===== src/rtl/buffer_router_fifo.sv =====
// First-word-fall-through FIFO for a router input buffer: circular array with
// registered occupancy count, almost-full threshold and sticky overflow/underflow flags.
module buffer_router_fifo #(
    parameter int DATA_SIZE = 64,
    parameter int DEPTH     = 4,
    parameter int AF_MARGIN = 1
) (
    input  logic                   clk,
    input  logic                   reset,
    input  logic                   Re,
    input  logic                   We,
    input  logic [DATA_SIZE-1:0]   data_in,
    input  logic                   err_clr,
    output logic [DATA_SIZE-1:0]   data_out,
    output logic                   full,
    output logic                   empty,
    output logic                   almost_full,
    output logic [$clog2(DEPTH):0] count,
    output logic                   overflow,
    output logic                   underflow
);

    localparam int PW = $clog2(DEPTH);
    localparam int CW = PW + 1;
    localparam logic [CW-1:0] FULL_CNT = CW'(DEPTH);
    localparam logic [CW-1:0] AF_CNT   = CW'(DEPTH - AF_MARGIN);

    logic [DATA_SIZE-1:0] mem [DEPTH];

    logic [PW-1:0] rd_ptr_q, rd_ptr_d;
    logic [PW-1:0] wr_ptr_q, wr_ptr_d;
    logic [CW-1:0] count_q, count_d;
    logic          overflow_q, overflow_d;
    logic          underflow_q, underflow_d;
    logic          wr_do, rd_do;

    assign full        = (count_q == FULL_CNT);
    assign empty       = (count_q == '0);
    assign almost_full = (count_q >= AF_CNT);
    assign count       = count_q;
    assign overflow    = overflow_q;
    assign underflow   = underflow_q;
    assign data_out    = empty ? '0 : mem[rd_ptr_q];

    // A write into a full FIFO is allowed only when a pop frees the head slot
    // in the same cycle; a read against an empty FIFO is always ignored.
    always_comb begin
        wr_do       = We && (!full || Re);
        rd_do       = Re && !empty;
        rd_ptr_d    = rd_ptr_q;
        wr_ptr_d    = wr_ptr_q;
        count_d     = count_q;
        overflow_d  = overflow_q;
        underflow_d = underflow_q;

        if (wr_do) begin
            wr_ptr_d = wr_ptr_q + PW'(1);
        end
        if (rd_do) begin
            rd_ptr_d = rd_ptr_q + PW'(1);
        end

        case ({wr_do, rd_do})
            2'b10:   count_d = count_q + CW'(1);
            2'b01:   count_d = count_q - CW'(1);
            default: count_d = count_q;
        endcase

        // Set has priority over clear so a coincident error is never lost.
        if (err_clr) begin
            overflow_d  = 1'b0;
            underflow_d = 1'b0;
        end
        if (We && full && !Re) begin
            overflow_d = 1'b1;
        end
        if (Re && empty) begin
            underflow_d = 1'b1;
        end
    end

    always_ff @(posedge clk or negedge reset) begin
        if (!reset) begin
            rd_ptr_q    <= '0;
            wr_ptr_q    <= '0;
            count_q     <= '0;
            overflow_q  <= 1'b0;
            underflow_q <= 1'b0;
        end else begin
            rd_ptr_q    <= rd_ptr_d;
            wr_ptr_q    <= wr_ptr_d;
            count_q     <= count_d;
            overflow_q  <= overflow_d;
            underflow_q <= underflow_d;
        end
    end

    // Storage carries no reset; an emptied count already masks stale entries.
    always_ff @(posedge clk) begin
        if (wr_do) begin
            mem[wr_ptr_q] <= data_in;
        end
    end

endmodule


===== config.mk =====
export PLATFORM = sky130hd
export DESIGN_NAME = buffer_router_fifo
export DESIGN_NICKNAME = d
export VERILOG_FILES = /design/src/rtl/buffer_router_fifo.sv
export SDC_FILE = /design/constraint.sdc
export NUM_CORES = 1
export LEC_CHECK = 0
export ABC_CLOCK_PERIOD_IN_PS = 6960
export CORE_MARGIN = 5
export CORE_UTILIZATION = 51
export CTS_CLUSTER_DIAMETER = 40
export DETAILED_ROUTE_END_ITERATION = 12
export GPL_TIMING_DRIVEN = 0
export HOLD_SLACK_MARGIN = 0.08
export PLACE_DENSITY = 0.76
export SLEW_MARGIN = 30
export SYNTH_ARGS = -nofsm -noshare
export SYNTH_HDL_FRONTEND = slang
export SYNTH_SLANG_ARGS = --single-unit
export TNS_END_PERCENT = 5

===== constraint.sdc =====
create_clock -name clk -period 6.96 [get_ports clk]
set_input_delay 2.088 -clock clk [delete_from_list [all_inputs] [get_ports clk]]
set_output_delay 2.088 -clock clk [all_outputs]
set_load 0.01 [all_outputs]

==> key figures, run 1 <==
STA
  • Hold_ws: 0.537 ns
  • Final Hold Vio Count: 0
  • Setup TNS: 0 ns
  • Final Critical Period: between 4 and 5 ns
  • Relative slew margins: between 50% and 60%
  • RSZ-0062 raised after global routing: false
  • Fin crit share: 67.5%
  • Final setup viols: 0
  • Clk_skew: a little over 0.008 ns
  • Max Freq: 0.213 GHz
  • Worst-Margin Slew: around 0.61 ns
  • Max Slew Vio Count: 0

Placement
  • IO Port Bufs: 140
  • Post-DP Area: around 12,000 sq um
  • HPWL after DPL: between 10,000 and 15,000 um
  • GP Congestion: 0.721

Layout
  • Nets: between 700 and 800
  • Area grow syn2layout: 29.7%
  • Finished Cell Area: 13,200 sq um
  • Layout fillers: about 1,300
  • # diodes: 0
  • Layout cells sized above 1: roughly 22%
  • Commonest non-fill, non-tap cell in the layout: edfxtp_1
  • Commonest cells after routing, fill and taps aside: edfxtp_1 (256), clkdlybuf4s50_1 (140), and2_1 (65)

Clocking
  • Worst-Skew Late Latency: around 0.49 ns
  • Htree depth: 2
  • TritonCTS Buffers: 34
  • Cts hold-fix bufs: 0
  • Post-CTS Repair Setup Buffers: 0
  • Worst-path clk slew: roughly 0.060 ns
  • TritonCTS clock tree: done
  • Worst-case clock buffer depth: 3
  • Root buffer cell: clkbuf_16
  • CTS sink count: about 270
  • PostCTS Resize Cnt: 0

Floorplanning
  • # IOs: around 140
  • Initial core utilization: between 50% and 60%
  • Die area: about 23,000 sq um
  • Core area: 19,600 sq um
  • DIE WIDTH: 151 um
  • Die H: between 150 and 200 um
  • Row Count: 51

GRT
  • Largest net degree at the start of global routing: 40
  • Number of antenna violations at the first check in global routing: 0
  • Vias in the first global route: approximately 5,500
  • GRT overflow: 0
  • Global-route usage over all layers: between 10% and 20%
  • First-pass GRT wire length: approximately 30,000 um

Detailed routing
  • Routed via count: 4,933
  • Initial DRT Pass Iterations: 5
  • Routed length per instance: 20.9 um
  • Post-Route WL: 19,300 um
  • DRT antenna net count: 0
  • Via density: around 5.3
  • DRC: 0
  • Initial drt markers: between 200 and 250

Worst setup path
  • Critical path arrival: about 2.6 ns
  • Critical Path RT: 4.87 ns
  • Crit start category: flip-flop
  • Worst Path Max Fanout: 10
  • Crit Path Category: flip-flop to output pin
  • CP endpoint kind: output pin

Yosys
  • Yosys warns: 0
  • Top post-synthesis cells by area: edfxtp_1 (75%), mux4_2 (14%), and2_1 (4.2%), dfrtp_1 (2.2%), ha_1 (0.61%)
  • Total nets after synthesis: ~530
  • Post-synth top area share: 75.5%
  • Syn Inst Count: 453
  • Syn avg cell area: between 20 and 25 sq um
  • Sequential share of the synthesized area: about 78%
  • Yosys reg bits: ~270
  • Distinct cell type count after synthesis: 24
  • Synth area leader: edfxtp_1
  • Synthesized area: roughly 10,000 sq um

Job
  • Max-cap violation count: 0

Power and ir drop
  • PwrDens: around 460 nW/um^2
  • VDD IR-drop max: about 0.28 mV
  • Pleak: 4.42 nW

Status
  • Status: finished, final reports clean

Min path
  • Hold Crit Class: flip-flop to flip-flop
worst paths after layout:
| kind | start | end | depth (start not counted) | slack, ns |
|---|---|---|---|---|
| worst max-delay path | count[0] | data_out[57] | 5 | 2.26 |
| worst min-delay path | underflow | underflow | 2 | 0.54 |
| worst max register to register | count[0] | count[2] | 9 | 4.61 |
| worst min register to register | underflow | underflow | 2 | 0.54 |
| max in group asynchronous | reset | rd_ptr_q[1] | 1 | 4.69 |
| min in group asynchronous | reset | underflow | 1 | 1.93 |
flip-flops by register name (all words and copies together), names as in the netlist:
name / count
count: 3
mem: 256
overflow: 1
rd_ptr_q: 2
underflow: 1
wr_ptr_q: 2
power breakdown:
part / internal (mW) / leakage (nW) / switching (mW) / total, mW
logic: 1.20 / 1.40 / 0.951 / 2.15
registers: 2.10 / 2.46 / 0.0822 / 2.18
clock network: 1.13 / 0.567 / 0.650 / 1.78
area by class of cell:
cell class	instances	area, sq um	area share, %
plain buffers	21	133	1.00
clock buffers	41	941	7.12
clock inverters	21	250	1.89
inverters	11	41.3	0.312
multi-input cells	156	2110	16.0
flip-flops and latches	265	7910	59.9
well taps	265	332	2.51
repair buffers	144	1500	11.3
critical path, stage by stage, from the launching register on:
cell and delay (ns):
dfrtp_1 0.45, or3_1 0.46, buf_2 0.24, clkbuf_1 0.25, and2_1 0.23, clkdlybuf4s50_1 0.48
layer usage:
metal,GRT usage (%),vias to the layer above,wire length [um]
li1,-,2207,-
met1,22.9,2536,7600
met2,29.5,155,10000
met3,4.01,35,1260
met4,5.08,0,395
met5,0,-,0
synth_stat cells (all sizes together):
library cell	n
clkbuf	7
nor2	1
and2	69
or3	1
xnor2	3
edfxtp	256
fa	1
inv	11
buf	14
o21a	1
mux2i	1
or3b	1
ha	5
nand3	1
nand2	1
dfrtp	9
o32ai	1
a21o	1
xor2	3
mux4	64
o21ai	1
mux2	1
metrics by stage:
stage          power [mW]  utilization, %  setup slack [ns]  instances
3_3_place_gp         4.35            60.8             0.973        858
6_report             6.11            67.5              2.26        924
5_1_grt              6.43            67.5              2.09        924
2_1_floorplan        3.40               -              2.77        453
3_5_place_dp         4.41            61.4              2.73        862
4_1_cts              6.21            67.5              2.17        924
logic make-up (layout without fill, tap and decap cells):
logic type / Yosys count / count (layout) / share of synthesized area, %
buffers and inverters: 32 / 238 / 1.71
multiplexers: 66 / 66 / 14.4
AND/OR/NAND/NOR: 74 / 74 / 4.53
flip-flops: 265 / 265 / 77.7
AO/OA/AOI/OAI: 4 / 4 / 0.356
XOR/XNOR: 6 / 6 / 0.516
adder cells (fa/ha/maj): 6 / 6 / 0.811
Power figures use the tool's default switching activity.
==> run 2: changes to the inputs <==
ABC_CLOCK_PERIOD_IN_PS = 4200   (was 6960)
CORE_UTILIZATION = 49   (was 51)
clock period = 4.2 ns   (was 6.96 ns; I/O delays follow)
==> key figures, run 2 (synthesis results as in run 1) <==
Status
  • Status: finished, final reports clean

Clocking
  • Post-CTS Repair Setup Buffers: 0
  • Htree depth: 2
  • Worst-case clock buffer depth: 3
  • Worst-path clk slew: approximately 0.06 ns
  • TritonCTS clock tree: done
  • Worst-Skew Late Latency: about 0.5 ns
  • PostCTS Resize Cnt: 0
  • CTS sink count: ~270
  • Root buffer cell: clkbuf_16
  • Cts hold-fix bufs: 0
  • TritonCTS Buffers: 34

STA
  • Worst-Margin Slew: approximately 0.60 ns
  • Hold_ws: about 0.56 ns
  • Final Critical Period: roughly 3.9 ns
  • RSZ-0062 raised after global routing: false
  • Fin crit share: between 90 and 100%
  • Clk_skew: 0.0184 ns
  • Max Slew Vio Count: 0
  • Final Hold Vio Count: 0
  • Final setup viols: 0
  • Setup TNS: 0 ns
  • Max Freq: roughly 0.26 GHz
  • Relative slew margins: around three fifths

Power and ir drop
  • PwrDens: between 700 and 800 nW/um^2
  • Total design power: between 10 and 15 mW
  • Pleak: 4.38 nW
  • VDD IR-drop max: 0.361 mV

Layout
  • Max reg flops: ~260
  • Top reg by flops: mem
  • Layout cells sized above 1: between 20% and 30%
  • Commonest non-fill, non-tap cell in the layout: edfxtp_1
  • Commonest cells after routing, fill and taps aside: edfxtp_1 (256), clkdlybuf4s50_1 (140), and2_1 (65)
  • Final cell count without fillers: 928
  • Area grow syn2layout: 29.0%
  • Layout fillers: 1,350
  • # diodes: 0
  • Nets: 708
  • Final core utilization: between 60 and 70%

Detailed routing
  • Initial drt markers: 283
  • Initial DRT Pass Iterations: 4
  • Routed via count: 4,967
  • DRT antenna net count: 0
  • Routed length per instance: ~21 um
  • Post-Route WL: 19,800 um
  • DRC: 0
  • Via density: roughly 5.4

Worst setup path
  • Critical path launch point: count[0]
  • Crit Path Category: flip-flop to output pin
  • Slowest cell on crit path: clkdlybuf4s50_1
  • Crit start category: flip-flop
  • Cell Chain, Critical Path: or3_1 -> buf_2 -> clkbuf_1 -> and2_1 -> clkdlybuf4s50_1
  • Largest stage delay, worst path: approximately 0.5 ns
  • R2R depth: 9
  • Reg-to-Reg Start: count[0]
  • Critical Path RT: between 2 and 3 ns
  • R2r endpoint: count[2]
  • Worst Path Max Fanout: 10
  • CP endpoint kind: output pin
  • Critical path arrival: around 2.6 ns
  • Setup slack, reg-to-reg: roughly 1.8 ns

Floorplanning
  • # IOs: 141
  • Die H: 154 um
  • Core area: ~20,000 sq um
  • Die area: 23,800 sq um
  • DIE WIDTH: approximately 150 um
  • Initial core utilization: about half
  • Row Count: 52

Placement
  • Dpl cells: between 800 and 900
  • IO Port Bufs: 140
  • GP Congestion: between 0.7 and 0.8
  • HPWL after DPL: around 12,000 um

GRT
  • Number of antenna violations at the first check in global routing: 0
  • First-pass GRT wire length: about 31,000 um
  • Vias in the first global route: roughly 5,600
  • Global-route usage over all layers: between 10% and 20%
  • GRT overflow: 0
  • Largest net degree at the start of global routing: 36

Job
  • Max-cap violation count: 0

Min path
  • Hold path endpoint: underflow
  • Hold Crit Class: flip-flop to flip-flop
  • Worst hold stages: 2
  • Hold Path Origin: underflow
-- run 2: cell type report --
cell class	instances	area, sq um	area share, %
plain buffers	21	133	1.01
clock buffers	38	866	6.59
clock inverters	23	258	1.96
inverters	11	41.3	0.314
multi-input cells	156	2110	16.1
flip-flops and latches	265	7910	60.2
well taps	270	338	2.57
repair buffers	144	1480	11.3
-- run 2: worst max-delay path by stage --
stage	to	slack (ns)	cells past startpoint
finish	data_out[61]	0.32	5
global route	data_out[53]	0.16	5
CTS	data_out[54]	0.22	5
detailed placement	data_out[54]	0.77	5
global placement	mem[3][34]	-1.01	3
floorplan	mem[0][0]	0.84	2
-- run 2: worst max-delay path, delay by kind of cell (launching register included) --
family	cells	cell delay [ns]
buffers and inverters	3	1.00
DFF	1	0.46
and+or+nand+nor	2	0.66
-- run 2: where the power goes --
part | total [mW] | switching (mW) | leakage [nW] | internal [mW]
Clock | 2.83 | 1.11 | 0.531 | 1.71
Sequential | 3.62 | 0.140 | 2.46 | 3.48
Combinational | 3.57 | 1.59 | 1.39 | 1.98
Total | 10.0 | 2.84 | 4.38 | 7.18
-- run 2: stage by stage --
step           setup WS [ns]  instance area (sq um)
3_5_place_dp           0.775                  12000
5_1_grt                0.156                  13100
4_1_cts                0.224                  13100
3_3_place_gp           -1.01                  11900
2_1_floorplan          0.839                  10200
6_report               0.318                  13100
-- run 2: metal layers --
metal,GRT usage [%],vias to the layer above,share of wire (%),wire [um]
li1,-,2200,-,-
met1,20.9,2585,39,7690
met2,30.1,150,54,10600
met3,3.91,32,5.6,1120
met4,4.63,0,1.8,346
met5,0,-,0,0
==> run 3: changes to the inputs <==
CELL_PAD_IN_SITES_DETAIL_PLACEMENT = 1   (was not set)
CELL_PAD_IN_SITES_GLOBAL_PLACEMENT = 2   (was not set)
CORE_UTILIZATION = 38   (was 49)
PLACE_DENSITY = 0.77   (was 0.76)
SLEW_MARGIN = 20   (was 30)
==> key figures, run 3 (synthesis results as in run 1) <==
Status
  • Status: finished, final reports clean

Clocking
  • TritonCTS Buffers: 37
  • Worst-Skew Late Latency: 0.50 ns
  • Worst-case clock buffer depth: 3
  • Htree depth: 2
  • Cts hold-fix bufs: 0
  • Root buffer cell: clkbuf_16
  • TritonCTS clock tree: done
  • CTS sink count: about 270
  • Worst-path clk slew: 0.05 ns
  • Post-CTS Repair Setup Buffers: 0
  • PostCTS Resize Cnt: 0

Power and ir drop
  • PwrDens: between 700 and 800 nW/um^2
  • Sw Ratio: 28.0%
  • Pint: about 7.4 mW
  • Clock Power Share: between 20% and 30%
  • Sequential power share: about a third
  • Net Sw Power: approximately 2.9 mW
  • VDD IR-drop max: 0.454 mV
  • Combinational share of power: approximately a third
  • Pleak: 4.46 nW

Detailed routing
  • DRT antenna net count: 0
  • Routed length per instance: about 21 um
  • Routed via count: between 4,000 and 5,000
  • Via density: a little under 5
  • Initial DRT Pass Iterations: 4
  • Post-Route WL: around 21,000 um
  • DRC: 0
  • Initial drt markers: just over 300

Worst setup path
  • Critical Path RT: 2.94 ns
  • Critical path launch point: count[0]
  • Crit Path Category: flip-flop to output pin
  • CP endpoint kind: output pin
  • Critical path arrival: 2.62 ns
  • Worst Path Max Fanout: 10
  • Reg-to-Reg Start: count[0]
  • Crit start category: flip-flop

STA
  • Setup TNS: 0 ns
  • Final Critical Period: 3.88 ns
  • Final Hold Vio Count: 0
  • Relative slew margins: a little under three fifths
  • Fin crit share: 92.3%
  • Clk_skew: 0.0141 ns
  • RSZ-0062 raised after global routing: false
  • Max Freq: roughly 0.26 GHz
  • Hold_ws: 0.552 ns
  • Worst-Margin Slew: 0.667 ns
  • Final setup viols: 0
  • Max Slew Vio Count: 0

Min path
  • Hold Crit Class: flip-flop to flip-flop
  • Hold Path Origin: underflow

GRT
  • Met2 usage: roughly 24%
  • Vias in the first global route: 5,677
  • GRT overflow: 0
  • Global-route usage over all layers: between 10 and 15%
  • First-pass GRT wire length: 33,200 um
  • Largest net degree at the start of global routing: 46
  • Number of antenna violations at the first check in global routing: 0
  • Met1 usage: between 10% and 20%
  • Busiest grt layer: met2
  • Met3 Use GR: 3.40%

Floorplanning
  • Row Count: 60
  • Core area: between 20,000 and 30,000 sq um
  • Die area: about 30,000 sq um
  • # IOs: 141
  • Die H: roughly 170 um
  • Initial core utilization: between 30% and 40%
  • DIE WIDTH: around 170 um

Placement
  • GP Congestion: around 0.7
  • IO Port Bufs: 140
  • Post-DP Area: 12,100 sq um
  • HPWL after DPL: about 13,000 um

Layout
  • Layout cells sized above 1: 22.4%
  • Commonest non-fill, non-tap cell in the layout: edfxtp_1
  • Nets: between 700 and 800
  • Final core utilization: between 50% and 60%
  • Area grow syn2layout: 31.3%
  • Commonest cells after routing, fill and taps aside: edfxtp_1 (256), clkdlybuf4s50_1 (140), and2_1 (65)
  • Top reg by flops: mem
  • # diodes: 0
  • Finished Cell Area: 13,400 sq um
  • Max reg flops: ~260

Job
  • Max-cap violation count: 0
-- run 3: cell count changes in the layout (fill, tap and decap cells not counted), sizes merged --
cell	change
inv	-4
clkinvlp	-3
clkinv	+5
clkbuf	+6
bufinv	+2
-- run 3: through the flow --
step                worst slack, ns  power [mW]  instances
global placement              -1.12        7.28        934
floorplan                     0.839        5.63        453
CTS                           0.193        10.5       1005
detailed placement            0.740        7.38        938
global route                 0.0582        10.9       1005
finish                        0.323        10.3       1005
-- run 3: routing by layer --
metal  routed length (um)  up-vias
li1                     -     2203
met1                 9070     2578
met2                10900      119
met3                  885       34
met4                  426        0
met5                    0        -
-- run 3: critical path, cell delays in order, from the launching register on --
cell,delay (ns)
dfrtp_1,0.44
or3_1,0.47
buf_2,0.24
clkbuf_1,0.25
and2_1,0.21
clkdlybuf4s50_1,0.51
-- run 3: final cells by class --
cell class / count / area (sq um)
repair buffers: 144 / 1500
clock inverters: 23 / 293
flip-flops and latches: 265 / 7910
well taps: 341 / 427
fillers: 2428 / 13300
plain buffers: 21 / 133
inverters: 11 / 41.3
clock buffers: 44 / 952
multi-input cells: 156 / 2110
-- run 3: final timing paths --
path,to,cells after the start,slack [ns]
setup / recovery,data_out[49],5,0.32
hold / removal,underflow,2,0.55
setup reg to reg,count[2],9,1.87
hold reg to reg,underflow,2,0.55
max in group asynchronous,count[0],1,2.80
min in group asynchronous,count[2],1,1.08
-- run 3: power groups by stage --
stage | sequential, mW | combinational [mW] | clock, mW
detailed placement | 3.68 | 3.70 | 0
global placement | 3.70 | 3.58 | 0
finish | 3.62 | 3.61 | 3.09
floorplan | 3.66 | 1.97 | 0
CTS | 3.63 | 3.73 | 3.17
global route | 3.66 | 3.89 | 3.32
